--- src/rtl/mips_multicycle_control.sv ---
// Main control FSM for the multi-cycle MIPS datapath: state sequencing, datapath selects and
// enables, and memory-ready stalls with a bounded wait that aborts to FETCH with bus_err.
module mips_multicycle_control #(
  parameter int MEM_TIMEOUT = 16
) (
  input  logic       clk,
  input  logic       reset,
  input  logic [5:0] opcode,
  input  logic       zero,
  input  logic       mem_ready,
  output logic       pcwrite,
  output logic       pcwritecond,
  output logic       iord,
  output logic       memread,
  output logic       memwrite,
  output logic       irwrite,
  output logic       memtoreg,
  output logic       regdst,
  output logic       regwrite,
  output logic       alusrca,
  output logic [1:0] alusrcb,
  output logic [1:0] pcsource,
  output logic [1:0] aluop,
  output logic       illegal_op,
  output logic       bus_err,
  output logic [3:0] state
);

  typedef enum logic [3:0] {
    FETCH  = 4'd0,
    DECODE = 4'd1,
    MEMADR = 4'd2,
    MEMRD  = 4'd3,
    MEMWB  = 4'd4,
    MEMWR  = 4'd5,
    EXEC   = 4'd6,
    ALUWB  = 4'd7,
    BRANCH = 4'd8,
    JUMP   = 4'd9,
    ADDIEX = 4'd10,
    ADDIWB = 4'd11
  } state_t;

  localparam logic [5:0] OP_RTYPE = 6'b000000;
  localparam logic [5:0] OP_LW    = 6'b100011;
  localparam logic [5:0] OP_SW    = 6'b101011;
  localparam logic [5:0] OP_BEQ   = 6'b000100;
  localparam logic [5:0] OP_J     = 6'b000010;
  localparam logic [5:0] OP_ADDI  = 6'b001000;

  localparam int CW = (MEM_TIMEOUT < 2) ? 1 : $clog2(MEM_TIMEOUT + 1);

  state_t        r_state;
  state_t        w_next;
  logic [5:0]    r_opcode;
  logic [CW-1:0] r_wait_cnt;
  logic          r_illegal_op;
  logic          r_bus_err;
  logic          w_wait_state;
  logic          w_timeout;
  logic          w_illegal;
  logic          w_unused;

  // zero qualifies pcwritecond inside the datapath; the sequencing never depends on it.
  assign w_unused = zero;

  assign w_wait_state = (r_state == FETCH) || (r_state == MEMRD) || (r_state == MEMWR);
  assign w_timeout    = (MEM_TIMEOUT != 0) && w_wait_state && (r_wait_cnt == CW'(MEM_TIMEOUT));
  assign w_illegal    = (r_state == DECODE) && (w_next == FETCH);

  // NOTE: sequential state uses non-blocking assignments so every register samples pre-edge values.
  always_ff @(posedge clk or posedge reset) begin
    if (reset) begin
      r_state      <= FETCH;
      r_opcode     <= OP_RTYPE;
      r_wait_cnt   <= '0;
      r_illegal_op <= 1'b0;
      r_bus_err    <= 1'b0;
    end else begin
      r_state      <= w_next;
      r_illegal_op <= w_illegal;
      r_bus_err    <= w_timeout;
      if (r_state == DECODE) r_opcode <= opcode;
      // The wait count is per-state: any exit or abort restarts it; it saturates when disabled.
      if (w_timeout || (w_next != r_state)) begin
        r_wait_cnt <= '0;
      end else if (w_wait_state && !mem_ready && (r_wait_cnt != '1)) begin
        r_wait_cnt <= r_wait_cnt + 1'b1;
      end
    end
  end

  // NOTE: every combinational output gets a default first so no path can infer a latch.
  always_comb begin
    w_next = r_state;
    case (r_state)
      FETCH:  if (mem_ready) w_next = DECODE;
      DECODE: begin
        case (opcode)
          OP_RTYPE:     w_next = EXEC;
          OP_LW, OP_SW: w_next = MEMADR;
          OP_BEQ:       w_next = BRANCH;
          OP_J:         w_next = JUMP;
          OP_ADDI:      w_next = ADDIEX;
          default:      w_next = FETCH;
        endcase
      end
      MEMADR: w_next = (r_opcode == OP_SW) ? MEMWR : MEMRD;
      MEMRD:  if (mem_ready) w_next = MEMWB;
      MEMWR:  if (mem_ready) w_next = FETCH;
      EXEC:   w_next = ALUWB;
      ADDIEX: w_next = ADDIWB;
      default: w_next = FETCH;
    endcase
    if (w_timeout) w_next = FETCH;
  end

  always_comb begin
    pcwrite     = 1'b0;
    pcwritecond = 1'b0;
    iord        = 1'b0;
    memread     = 1'b0;
    memwrite    = 1'b0;
    irwrite     = 1'b0;
    memtoreg    = 1'b0;
    regdst      = 1'b0;
    regwrite    = 1'b0;
    alusrca     = 1'b0;
    alusrcb     = 2'b00;
    pcsource    = 2'b00;
    aluop       = 2'b00;
    case (r_state)
      FETCH: begin
        memread = 1'b1;
        alusrcb = 2'b01;
        irwrite = mem_ready && !w_timeout;
        pcwrite = mem_ready && !w_timeout;
      end
      DECODE: alusrcb = 2'b11;
      MEMADR: begin
        alusrca = 1'b1;
        alusrcb = 2'b10;
      end
      MEMRD: begin
        memread = 1'b1;
        iord    = 1'b1;
      end
      MEMWB: begin
        regwrite = 1'b1;
        memtoreg = 1'b1;
      end
      MEMWR: begin
        memwrite = !w_timeout;
        iord     = 1'b1;
      end
      EXEC: begin
        alusrca = 1'b1;
        aluop   = 2'b10;
      end
      ALUWB: begin
        regwrite = 1'b1;
        regdst   = 1'b1;
      end
      BRANCH: begin
        alusrca     = 1'b1;
        aluop       = 2'b01;
        pcwritecond = 1'b1;
        pcsource    = 2'b01;
      end
      JUMP: begin
        pcwrite  = 1'b1;
        pcsource = 2'b10;
      end
      ADDIEX: begin
        alusrca = 1'b1;
        alusrcb = 2'b10;
      end
      ADDIWB: regwrite = 1'b1;
      default: ;
    endcase
  end

  assign illegal_op = r_illegal_op;
  assign bus_err    = r_bus_err;
  assign state      = r_state;

endmodule

--- config.mk ---
export PLATFORM = sky130hd
export DESIGN_NAME = mips_multicycle_control
export DESIGN_NICKNAME = d
export VERILOG_FILES = /design/src/rtl/mips_multicycle_control.sv
export SDC_FILE = /design/constraint.sdc
export NUM_CORES = 1
export LEC_CHECK = 0
export ABC_AREA = 1
export ABC_CLOCK_PERIOD_IN_PS = 2600
export CORE_AREA = 5 5 50 52
export DETAILED_ROUTE_END_ITERATION = 12
export DIE_AREA = 0 0 55 57
export DONT_BUFFER_PORTS = 1
export GPL_TIMING_DRIVEN = 0
export PLACE_DENSITY = 0.81
export REMOVE_ABC_BUFFERS = 1
export SLEW_MARGIN = 20
export SYNTH_ARGS = -nofsm -noshare
export SYNTH_HDL_FRONTEND = slang
export SYNTH_SLANG_ARGS = --single-unit
--- constraint.sdc ---
create_clock -name clk -period 2.6 [get_ports clk]
set_input_delay 0.52 -clock clk [delete_from_list [all_inputs] [get_ports clk]]
set_output_delay 0.52 -clock clk [all_outputs]
set_load 0.02 [all_outputs]
==> results.rst <==
.. list-table::
   :header-rows: 1

   * - Metric
     - Value
   * - Worst Tran Pin Value
     - about 650 ps
   * - Initial standard-cell utilization of the core
     - a little under three fifths
   * - Number of standard-cell rows in the floorplan
     - 17
   * - Portion of the clock cycle consumed by the worst path in the final layout
     - 86.6%
   * - List of cells traversed by the critical path
     - inv_1, nand2_2, nor2_4, inv_1, nand2_1
   * - Post-synthesis instance area
     - roughly 1200 µm²
   * - Total I/O pin count
     - 32
   * - Global routing met1 resource utilization
     - 19.4%
   * - Setup clock skew after layout
     - 1.89 ps
   * - Static Leak
     - between 0.6 and 0.7 nW
   * - Dominant register cell in the synthesized netlist
     - sky130_fd_sc_hd__dfrtp_1
   * - Top area cells in the synthesized netlist
     - sky130_fd_sc_hd__dfrtp_1 37%, sky130_fd_sc_hd__nand2_1 13%, sky130_fd_sc_hd__nor2_1 11%, sky130_fd_sc_hd__inv_1 8.4%, sky130_fd_sc_hd__o21ai_0 4.3%
   * - CTS tree
     - done
   * - CTS Sinks
     - 17
   * - Top cell type's share of synthesized area
     - about 37%
   * - Worst setup path category
     - reg -> out
   * - Crit path max fanout
     - 10
   * - Kind of end point of the critical path
     - output port
   * - Antenna cells
     - 0
   * - Routing layer with the top usage in global route
     - met2
   * - Final setup viols
     - 0
   * - Portion of total power attributed to the clock network
     - 11.7%
   * - Clock buffers created by TritonCTS
     - 3
   * - F_max
     - approximately 440 MHz
   * - Drt first-iter violations
     - 35
   * - Largest vdd supply drop
     - 0.000647 V
   * - Worst Setup Start Kind
     - flip-flop
   * - Detailed-route wire length
     - 2.48 mm
   * - Setup slack of the critical path after layout
     - 347 ps
   * - Vias
     - between 1000 and 1500
   * - Routed len/inst
     - ~12 µm
   * - Clk buf depth
     - 2
   * - Fillcell total
     - about 210
   * - Clock tree root buffer cell
     - sky130_fd_sc_hd__clkbuf_4
   * - Worst flop-to-flop path endpoint
     - r_wait_cnt[2]$_DFFE_PP0P_
   * - Post-CTS Setup Inserts
     - 0
   * - Number of distinct library cells after synthesis
     - 25
   * - Die Width
     - between 50 and 60 µm
   * - Global routing usage on met2
     - a little under a third
   * - Required @ worst endpoint
     - 2080 ps
   * - Depth of the most critical reg-to-reg path
     - 11
   * - Status
     - finished clean
   * - Layout area overhead
     - 4.31%
   * - Total Negative Setup Slacks
     - 0 ps
   * - Placeable core area
     - 2060 µm²
   * - Largest area contributor in the synthesized netlist
     - sky130_fd_sc_hd__dfrtp_1
   * - Origin of the critical flop-to-flop path
     - state[0]$_DFF_PP0_
   * - PnR Total Power
     - between 1 and 1.5 mW
   * - Via density per instance
     - 5.19
   * - CP most frequent cell
     - sky130_fd_sc_hd__inv_1
   * - Proportion of synthesized chip area in sequential cells
     - roughly 37%
   * - Setup crit end
     - alusrcb[1]
   * - Switching Share
     - between 50% and 60%
   * - Number of global-route vias before repair
     - between 1000 and 1500
   * - Minimum setup slack among reg-to-reg paths
     - slightly above 700 ps
   * - Synthesized area per cell
     - around 6.6 µm²
   * - Most numerous cell in the Yosys netlist
     - sky130_fd_sc_hd__nand2_1
   * - Maximum number of pins on one net before global-route repair
     - 18
   * - Final Slew Violations
     - 0
   * - Post-CTS clock slew at the launch and capture registers of the worst setup and hold paths
     - approximately 100 ps
   * - Met3 track demand over resource in global routing
     - about 4.2%
   * - Top cells by instance count after synthesis
     - 41 x sky130_fd_sc_hd__nand2_1, 34 x sky130_fd_sc_hd__nor2_1, 26 x sky130_fd_sc_hd__inv_1
   * - Number of nets in the finished design
     - approximately 190
   * - Remaining max-slew budget at the tightest pin
     - a little under three fifths
   * - Number of enable flip-flop cells after synthesis
     - 0
   * - Slowest-stage cell, CP
     - sky130_fd_sc_hd__dfrtp_1
   * - MaxCap Viol Count
     - 0
   * - Sequential power share
     - between 30% and 40%
   * - Net switching power
     - about 640 µW
   * - Global-route usage over all layers
     - 18.1%
   * - Fraction of final layout cells with drive strength greater than 1
     - between 10% and 20%
   * - Die Height
     - ~57 µm
   * - Final weighted congestion in routability-driven placement
     - ~0.8
   * - Drt pass-1 iters
     - 4
   * - Synth warn
     - 0
   * - Die area
     - 3140 µm²
   * - Smallest hold slack
     - ~190 ps
   * - Hold/Removal Path Class
     - in -> async
   * - Internal power component
     - 576 µW
   * - H-tree depth
     - 1
   * - Antenna violations before repair
     - 0
   * - Combinational share of power
     - 51.9%
   * - Wire length of the first global-routing pass
     - ~4.3 mm
   * - Leftover overflow at the end of global routing
     - 0
   * - Count of final hold-check violations
     - 0
   * - Tmin final
     - about 2300 ps
   * - Unrepaired setup endpoints after global routing
     - no
   * - Arrival time of the worst setup path
     - between 1500 and 2000 ps
   * - Remaining antenna violation count
     - 0
   * - Async S/R FF share, synth
     - between 90% and 100%
   * - Number of buffers inserted by port buffering
     - 0
   * - Max incr delay on CP
     - approximately 530 ps
   * - Power density of the placed cells
     - ~1000 nW/µm²
   * - Worst skew pair latency
     - 290 ps
   * - Launching element of the worst setup path
     - state[1]$_DFF_PP0_
   * - HPWL reported at the end of detailed placement
     - 2.07 mm
   * - Total DRC errors in the routed layout
     - 0
   * - Synthesized instance count
     - 175
   * - Worst slack at placement
     - just over 400 ps
   * - Number of cells after detailed placement
     - about 200
   * - Count of state elements after synthesis
     - 17
   * - Post-Layout Cell Count
     - roughly 210
-- routing by layer --
layer	wire (µm)	up-vias
met3	165	5
met5	0	-
met2	1250	32
met4	46	0
li1	-	545
met1	1020	481
-- timing repair --
action	4_1_cts	5_1_grt
resized for setup	0	1
hold buffers	0	0
setup endpoints to repair	0	3
-- per-stage QoR --
stage	cell area [µm²]	util, %
2_1_floorplan	1140	-
3_3_place_gp	1180	57.2
3_5_place_dp	1180	57.2
4_1_cts	1210	58.5
5_1_grt	1210	58.6
6_report	1210	58.6
-- power by group through the flow --
stage                     Combinational (mW)  Sequential, mW  Clock [mW]
after floorplan                        0.530           0.431           0
after global placement                 0.605           0.446           0
after detailed placement               0.632           0.451           0
after CTS                              0.634           0.445       0.144
after global routing                   0.712           0.456       0.158
final                                  0.633           0.444       0.142
-- state kept, by name (all words and copies together) (netlist names) --
name / cells
r_opcode: 6
state: 4
illegal_op: 1
bus_err: 1
r_wait_cnt: 5
-- worst max-delay path, delay by kind of cell (launching register included) --
| family | cells | cell delay (ps) |
|---|---|---|
| flops | 1 | 530 |
| buf+inv | 2 | 320 |
| simple gates | 3 | 580 |
-- cell families (layout without fill, tap and decap cells) --
| logic type | count (synthesis) | in the layout | synth area share, % |
|---|---|---|---|
| XOR/XNOR | 2 | 2 | 1.51 |
| AND/OR/NAND/NOR | 98 | 98 | 36.4 |
| flip-flops | 17 | 17 | 36.7 |
| adder cells (fa/ha/maj) | 3 | 3 | 3.24 |
| AO/OA/AOI/OAI | 20 | 20 | 10.2 |
| buffers and inverters | 35 | 37 | 12.0 |
-- layout by cell type, fill, tap and decap left out, drive strengths merged --
cell type and instances:
nand2 46, nor2 37, inv 32, dfrtp 17
o21ai 12, nand3 10, o22ai 3, ha 3
clkbuf 3, o21a 2, nor3 2, nand4 2
xor2 2, clkinv 2, a21oi 2, nand3b 1
a211oi 1
-- layout make-up --
type                            count  area [µm²]  area share [%]
Multi-Input combinational cell    123         598            49.4
Sequential cell                    17         425            35.2
Inverter                           33         124            10.2
Tap cell                           28        35.0            2.90
Clock buffer                        3        22.5            1.86
Clock inverter                      1        5.00           0.414
-- worst min-delay path by stage --
| stage | from | to | slack [ps] | cells after the start |
|---|---|---|---|---|
| after floorplan | reset | bus_err$_DFF_PP0_ | 450 | 1 |
| after global placement | r_opcode[1]$_DFFE_PP0P_ | r_opcode[1]$_DFFE_PP0P_ | 470 | 2 |
| after detailed placement | r_opcode[4]$_DFFE_PP0P_ | r_opcode[4]$_DFFE_PP0P_ | 470 | 2 |
| after CTS | reset | r_opcode[5]$_DFFE_PP0P_ | 210 | 1 |
| after global routing | reset | state[1]$_DFF_PP0_ | 240 | 1 |
| final | reset | bus_err$_DFF_PP0_ | 190 | 1 |
(Power assumes the default switching activity.)
